--- config.mk ---
export PLATFORM = sky130hd
export DESIGN_NAME = acumulador_puntuacion
export DESIGN_NICKNAME = d
export VERILOG_FILES = /design/src/rtl/acumulador_puntuacion.sv
export SDC_FILE = /design/constraint.sdc
export NUM_CORES = 1
export LEC_CHECK = 0
export CAP_MARGIN = 20
export CORE_ASPECT_RATIO = 0.8
export CORE_UTILIZATION = 56
export CTS_CLUSTER_SIZE = 40
export DETAILED_ROUTE_END_ITERATION = 12
export GPL_TIMING_DRIVEN = 0
export PLACE_DENSITY = 0.87
export SYNTH_ARGS = -nofsm -noshare
export SYNTH_HDL_FRONTEND = slang
export SYNTH_SLANG_ARGS = --single-unit
--- constraint.sdc ---
create_clock -name clk -period 10.65 [get_ports clk]
set_input_delay 2.6625 -clock clk [delete_from_list [all_inputs] [get_ports clk]]
set_output_delay 2.6625 -clock clk [all_outputs]
set_load 0.005 [all_outputs]
--- src/rtl/acumulador_puntuacion.sv ---
// Running score accumulator for the drum game: turns perfect/good/miss judgements into a
// saturating 13-bit score with a combo-driven multiplier, plus the ESPERA/JUGANDO/FIN game FSM.
//
//  state   | meaning
//  ESPERA  | idle after reset, waiting for the first inicio (standBy=1)
//  JUGANDO | song in progress, hit judgements are scored
//  FIN     | song over, score frozen for high-score capture

module acumulador_puntuacion #(
    parameter int unsigned PUNTOS_PERFECTO = 10,
    parameter int unsigned PUNTOS_BUENO    = 5,
    parameter int unsigned COMBO_PASO      = 4,
    parameter int unsigned MULT_MAX        = 4
) (
    input  logic        clk,
    input  logic        reset,
    input  logic        inicio,
    input  logic        fin,
    input  logic        golpePerfecto,
    input  logic        golpeBueno,
    input  logic        golpeFallo,
    output logic [12:0] puntuacion,
    output logic [6:0]  combo,
    output logic [2:0]  multiplicador,
    output logic        actualizado,
    output logic        saturado,
    output logic        standBy
);

    typedef enum logic [1:0] {
        ESPERA  = 2'd0,
        JUGANDO = 2'd1,
        FIN     = 2'd2
    } estado_t;

    localparam logic [12:0] PUNT_MAX  = 13'h1FFF;
    localparam logic [6:0]  COMBO_MAX = 7'd127;

    estado_t     estado, estado_sig;
    logic [12:0] puntuacion_sig;
    logic [6:0]  combo_sig, combo_inc;
    logic [2:0]  mult_sig;
    logic        act_sig, sat_sig;
    logic [5:0]  base, pts;
    logic [13:0] suma;
    int unsigned mult_calc;

    always_ff @(posedge clk) begin
        if (reset) begin
            estado        <= ESPERA;
            puntuacion    <= '0;
            combo         <= '0;
            multiplicador <= 3'd1;
            actualizado   <= 1'b0;
            saturado      <= 1'b0;
        end else begin
            estado        <= estado_sig;
            puntuacion    <= puntuacion_sig;
            combo         <= combo_sig;
            multiplicador <= mult_sig;
            actualizado   <= act_sig;
            saturado      <= sat_sig;
        end
    end

    always_comb begin
        estado_sig     = estado;
        puntuacion_sig = puntuacion;
        combo_sig      = combo;
        mult_sig       = multiplicador;
        act_sig        = 1'b0;
        sat_sig        = saturado;

        // 14-bit sum so an overflow past 8191 is visible before clamping
        base      = golpePerfecto ? 6'(PUNTOS_PERFECTO) : 6'(PUNTOS_BUENO);
        pts       = base * 6'(multiplicador);
        suma      = {1'b0, puntuacion} + {8'd0, pts};
        combo_inc = (combo == COMBO_MAX) ? COMBO_MAX : combo + 7'd1;
        mult_calc = 1 + 32'(combo_inc) / COMBO_PASO;

        if (inicio) begin
            estado_sig     = JUGANDO;
            puntuacion_sig = '0;
            combo_sig      = '0;
            mult_sig       = 3'd1;
            sat_sig        = 1'b0;
        end else if (estado == JUGANDO) begin
            if (fin) begin
                estado_sig = FIN;
            end else if (golpeFallo) begin
                combo_sig = '0;
                mult_sig  = 3'd1;
            end else if (golpePerfecto || golpeBueno) begin
                if (suma > {1'b0, PUNT_MAX}) begin
                    puntuacion_sig = PUNT_MAX;
                    sat_sig        = 1'b1;
                end else begin
                    puntuacion_sig = suma[12:0];
                end
                act_sig   = (puntuacion_sig != puntuacion);
                combo_sig = combo_inc;
                mult_sig  = (mult_calc > MULT_MAX) ? 3'(MULT_MAX) : 3'(mult_calc);
            end
        end
    end

    assign standBy = (estado == ESPERA);

endmodule

[Word level (Yosys, flattened, before mapping)]
Cells that the tools add are included.
Cells by class
  multiplexer cells: 16
  magnitude comparators: 2
  bitwise gates (word level): 4
  reduce and logical (&&, ||, !) cells: 12
  add/sub/neg operators: 3
  multipliers: 1
  eq/ne operators: 3
Operator list (count)
  $mux 13: 6
  $mux 7: 3
  $add 13x6->14: 1
  $gt 14x13->1 const B: 1
  $ne 13x13->1: 1
  $mux 3: 3
  $add 7x1->7 const B: 1
  $eq 7x7->1 const B: 1
  $add 1x5->6 const A: 1
  $gt 6x3->1 const B: 1
  $mul 4x3->6: 1
  $reduce_bool 2->1: 3
  $reduce_or 6->1: 1
  $reduce_and 5->1: 1
  $mux 4: 1
  $not 1->1: 4
  $reduce_and 2->1: 2
  $reduce_and 4->1: 1
  $mux 1: 3
  $reduce_and 3->1: 1
  $eq 2x1->1 const B: 1
  $logic_not 2->1: 1
  $reduce_or 2->1: 1
  $logic_or 1x1->1: 1
Word-level totals
  bits in registers: 27
  word-level logic and storage cells: 48
  input bits: 7

[Longest topological paths before layout]
  depth after elaboration: 11
  mapped depth: 14

[Worst setup path after synthesis]
Ideal clock, no wire load.
  kind: input port to flip-flop
  from: in golpePerfecto
  to: reg actualizado
  arrival: 5.552 ns
  setup time: 0.122 ns
  path slack: 4.976 ns
  cell stages on the path: 12
  cell sequence: mux2_2 > ha_1 > clkbuf_1 > fa_1 > xor2_1 > ha_1 > o211a_1 > a221o_2 > xor2_1 > xor2_1 > or3_1 > a311o_1
On the way
  cells in the longest elaborated chain, start to end: 11
Ends and longest elaborated chain
  from (decl): line 19  | input logic golpePerfecto,
  $mux 4: line 75  | base = golpePerfecto ? 6'(PUNTOS_PERFECTO) : 6'(PUNTOS_BUENO);
  $mul 4x3->6: line 76  | pts = base * 6'(multiplicador);
  $add 13x6->14: line 77  | suma = {1'b0, puntuacion} + {8'd0, pts};
  $gt 14x13->1: line 94  | if (suma > {1'b0, PUNT_MAX}) begin
  $mux 13: line 94
  $mux 13: line 93  | end else if (golpePerfecto || golpeBueno) begin
  $mux 13: line 90  | end else if (golpeFallo) begin
  $mux 13: line 88  | if (fin) begin
  $mux 13: line 87  | end else if (estado == JUGANDO) begin
  $mux 13: line 81  | if (inicio) begin
  $ne 13x13->1: line 100  | act_sig = (puntuacion_sig != puntuacion);
  to (signal assigned): line 61  | actualizado <= act_sig;
  to (decl): line 25  | output logic actualizado,
Parallel ways exist; a longest one is shown, timed or not. The select of a mux whose other input is x is not followed.
A chain may end at the register's enable or synchronous reset.

[Final worst setup path]
Same ends and word-level chain as after synthesis.

==> results.toml <==
[yosys]
synthAdderAreaFrac_pct = 12.4
post-synth-top-area-fraction_pct = 29.5
yosys-mux-area-fraction_pct = 1.16
synthesis.instances = 212
synth-compound-area-share_pct = 22.6
syn-num-nets = 236
synth_ff_type = "dfxtp_1"
synth-simple-area-share_pct = 23.0
ys_types = 52
synth_xor_xnor_area_share_pct = 8.89
postSynthAreaPerCell_um2 = 8.63
ys_async_sr_fraction_pct = 0
yosys.area.top_type = "dfxtp_1"
ys_ff_latch = 27
yosys-top-cells-area = "dfxtp_1 30%, ha_1 10%, xor2_1 5.3%"
yosysSeqAreaShare_pct = 29.5
syn_area_um2 = 1830
ys.warnings.count = 0
synth_top_family_by_area = "simple AND/OR/NAND/NOR gates"
synth_edf_count = 0

[place]
port_buffers = 32
dpl.hpwl_um = 3220
place_congestion = 0.913
dp_slack_ns = 4.04

[timing]
finalClockSkew_ns = 0.00578
slew_headroom_pct = 50.2
hold_viol = 0
setup_viol = 0
timing.final.crit_period_ns = 6.36
slew_viol_final = 0
clock.fmax_mhz = 157
fin_hold_ws_ns = 0.455
tns_ns = 0
rsz0062_at_grt = "no"
worst_slew_pin_slew_ns = 0.747
finalCritPeriodShare_pct = 59.8
setup_ws_ns = 4.29

[drt]
drt_iter0_drc = 73
ant_nets = 0
viasPerCell = 6.03
first_pass_iters = 4
vias = 1736
wirelength_um = 4380
wire_per_inst_um = 15.2
drc_errors = 0

[cells_and_area]
drive_gt1_share_pct = 6.05
diodes = 0
layout.nets = 273
syn2layout_area_growth_pct = 22.8

[floorplanning]
core_um2 = 3110
fp.dieArea_um2 = 3500
die_width_um = 65.9
die_height_um = 53.1
initial_utilization_pct = 58.9
io_pins = 33
rows = 18

[worst_setup_path]
crit_fanout = 7
crit_top_cell = "xor2_1"
endpoint_kind = "flip-flop"
cp.arrival_ns = 6.53
path_cells = "clkdlybuf4s50_1 > mux2_2 > ha_1 > clkbuf_1 > fa_1 > xor2_1 > ha_1 > o211a_1 > a221o_2 > xor2_1 > xor2_1 > or3_1 > a311o_1"
startpoint_type = "input pin"
cpPeakStageDelay_ns = 0.63
cp_num_buf_inv = 2
crit_family = "adder cells"
required_ns = 10.81
crit_type = "input pin to flip-flop"
slowest_stage = "clkdlybuf4s50_1"

[clocking]
cts_sinks = 27
clockBufferDepth = 2
cts_hold_buffers = 0
clk_latency_ns = 0.27
cts_resized = 0
cts.reportedPaths.clkPinSlew_ns = 0.09
post_cts_buffers = 0
cts_tree = "built"
root_buffer = "clkbuf_8"
htreeDepth = 1
numCtsBuffers = 3

[job]
max_cap_viol_count = 0

[global_route]
grt_pass1_wl_um = 7030
antenna_found_initial = 0
overflow = 0
first_global_vias = 1554
grt_max_degree = 16
track_usage_pct = 27.0

[worst_hold_path]
worstHoldPathType = "flip-flop to flip-flop"

[power]
powerDensity_nw_per_um2 = 81.7
ir_worst_vdd_v = 0.0000914
p_leak_uw = 0.000963

[outcome]
status = "finished clean"
## routing by layer
metal,up-vias,global-route usage (%),wire length [um]
li1,866,-,-
met1,815,36.6,2200
met2,51,43.0,1930
met3,4,5.17,219
met4,0,8.33,33
met5,-,0,0
## synthesized netlist by cell type, types with 4 or more instances
| cell type | n |
|---|---|
| nand2_1 | 14 |
| ha_1 | 15 |
| o21ai_0 | 13 |
| nand3_1 | 7 |
| xor2_1 | 11 |
| nor2_1 | 16 |
| dfxtp_1 | 27 |
| a22o_1 | 4 |
| a21oi_1 | 18 |
| nand4_1 | 4 |
| clkbuf_1 | 5 |
| xnor2_1 | 5 |
| nor3_1 | 7 |
| inv_1 | 4 |
## stage by stage
step	total power [uW]	utilization (%)	cell area, um^2	std cells
global placement	127	70.8	2200	284
CTS	185	72.3	2250	288
floorplan	119	-	1830	212
global route	193	72.3	2250	288
finish	184	72.3	2250	288
detailed placement	127	70.8	2200	284
## area by class of cell
| class | instances | area [um^2] |
|---|---|---|
| fill | 289 | 862 |
| buffer | 6 | 23.8 |
| tap | 40 | 50.0 |
| multi-input combinational | 175 | 1250 |
| timing repair buffer | 32 | 320 |
| sequential | 27 | 541 |
| clock buffer | 3 | 41.3 |
| clock inverter | 1 | 5.00 |
| inverter | 4 | 15.0 |
## worst paths after layout
path	startpoint	end	slack, ns	depth (start not counted)
min	saturado	saturado	0.45	2
max	golpePerfecto	actualizado	4.29	13
min reg2reg	saturado	saturado	0.45	2
max reg2reg	multiplicador[1]	actualizado	7.08	12
## sequential cells by signal, indices dropped and copies added (netlist names)
signal	flops
actualizado	1
combo	7
estado	2
multiplicador	3
puntuacion	13
saturado	1
## worst min-delay path, stage by stage, from the launching register on
cell	delay [ns]
dfxtp_1	0.32
inv_1	0.05
a21oi_1	0.05
## cells by family after synthesis
family / Yosys count
and+or+nand+nor: 76
AOI/OAI and AO/OA: 62
DFF: 27
muxes: 2
xor gates and xnor gates: 17
buffers and inverters: 10
adders and majority gates: 17
other: 1
## cell usage in the layout, fill, tap and decap left out, types with 4 or more instances in the layout
cell type,instances
a21oi_1,18
a22o_1,4
clkbuf_1,5
clkdlybuf4s50_1,32
dfxtp_1,27
ha_1,15
inv_1,4
nand2_1,14
nand3_1,7
nand4_1,4
nor2_1,16
nor3_1,7
o21ai_0,13
xnor2_1,5
xor2_1,11
## report_power, final
part	total [uW]	leakage, uW	internal, uW	switching [uW]
registers	103	0.000218	102	0.998
clock network	58.4	0.0000255	26.2	32.2
logic	22.5	0.000719	10.7	11.8
total	184	0.000963	139	45.0
Note: power is estimated with default switching activity, not from simulation.
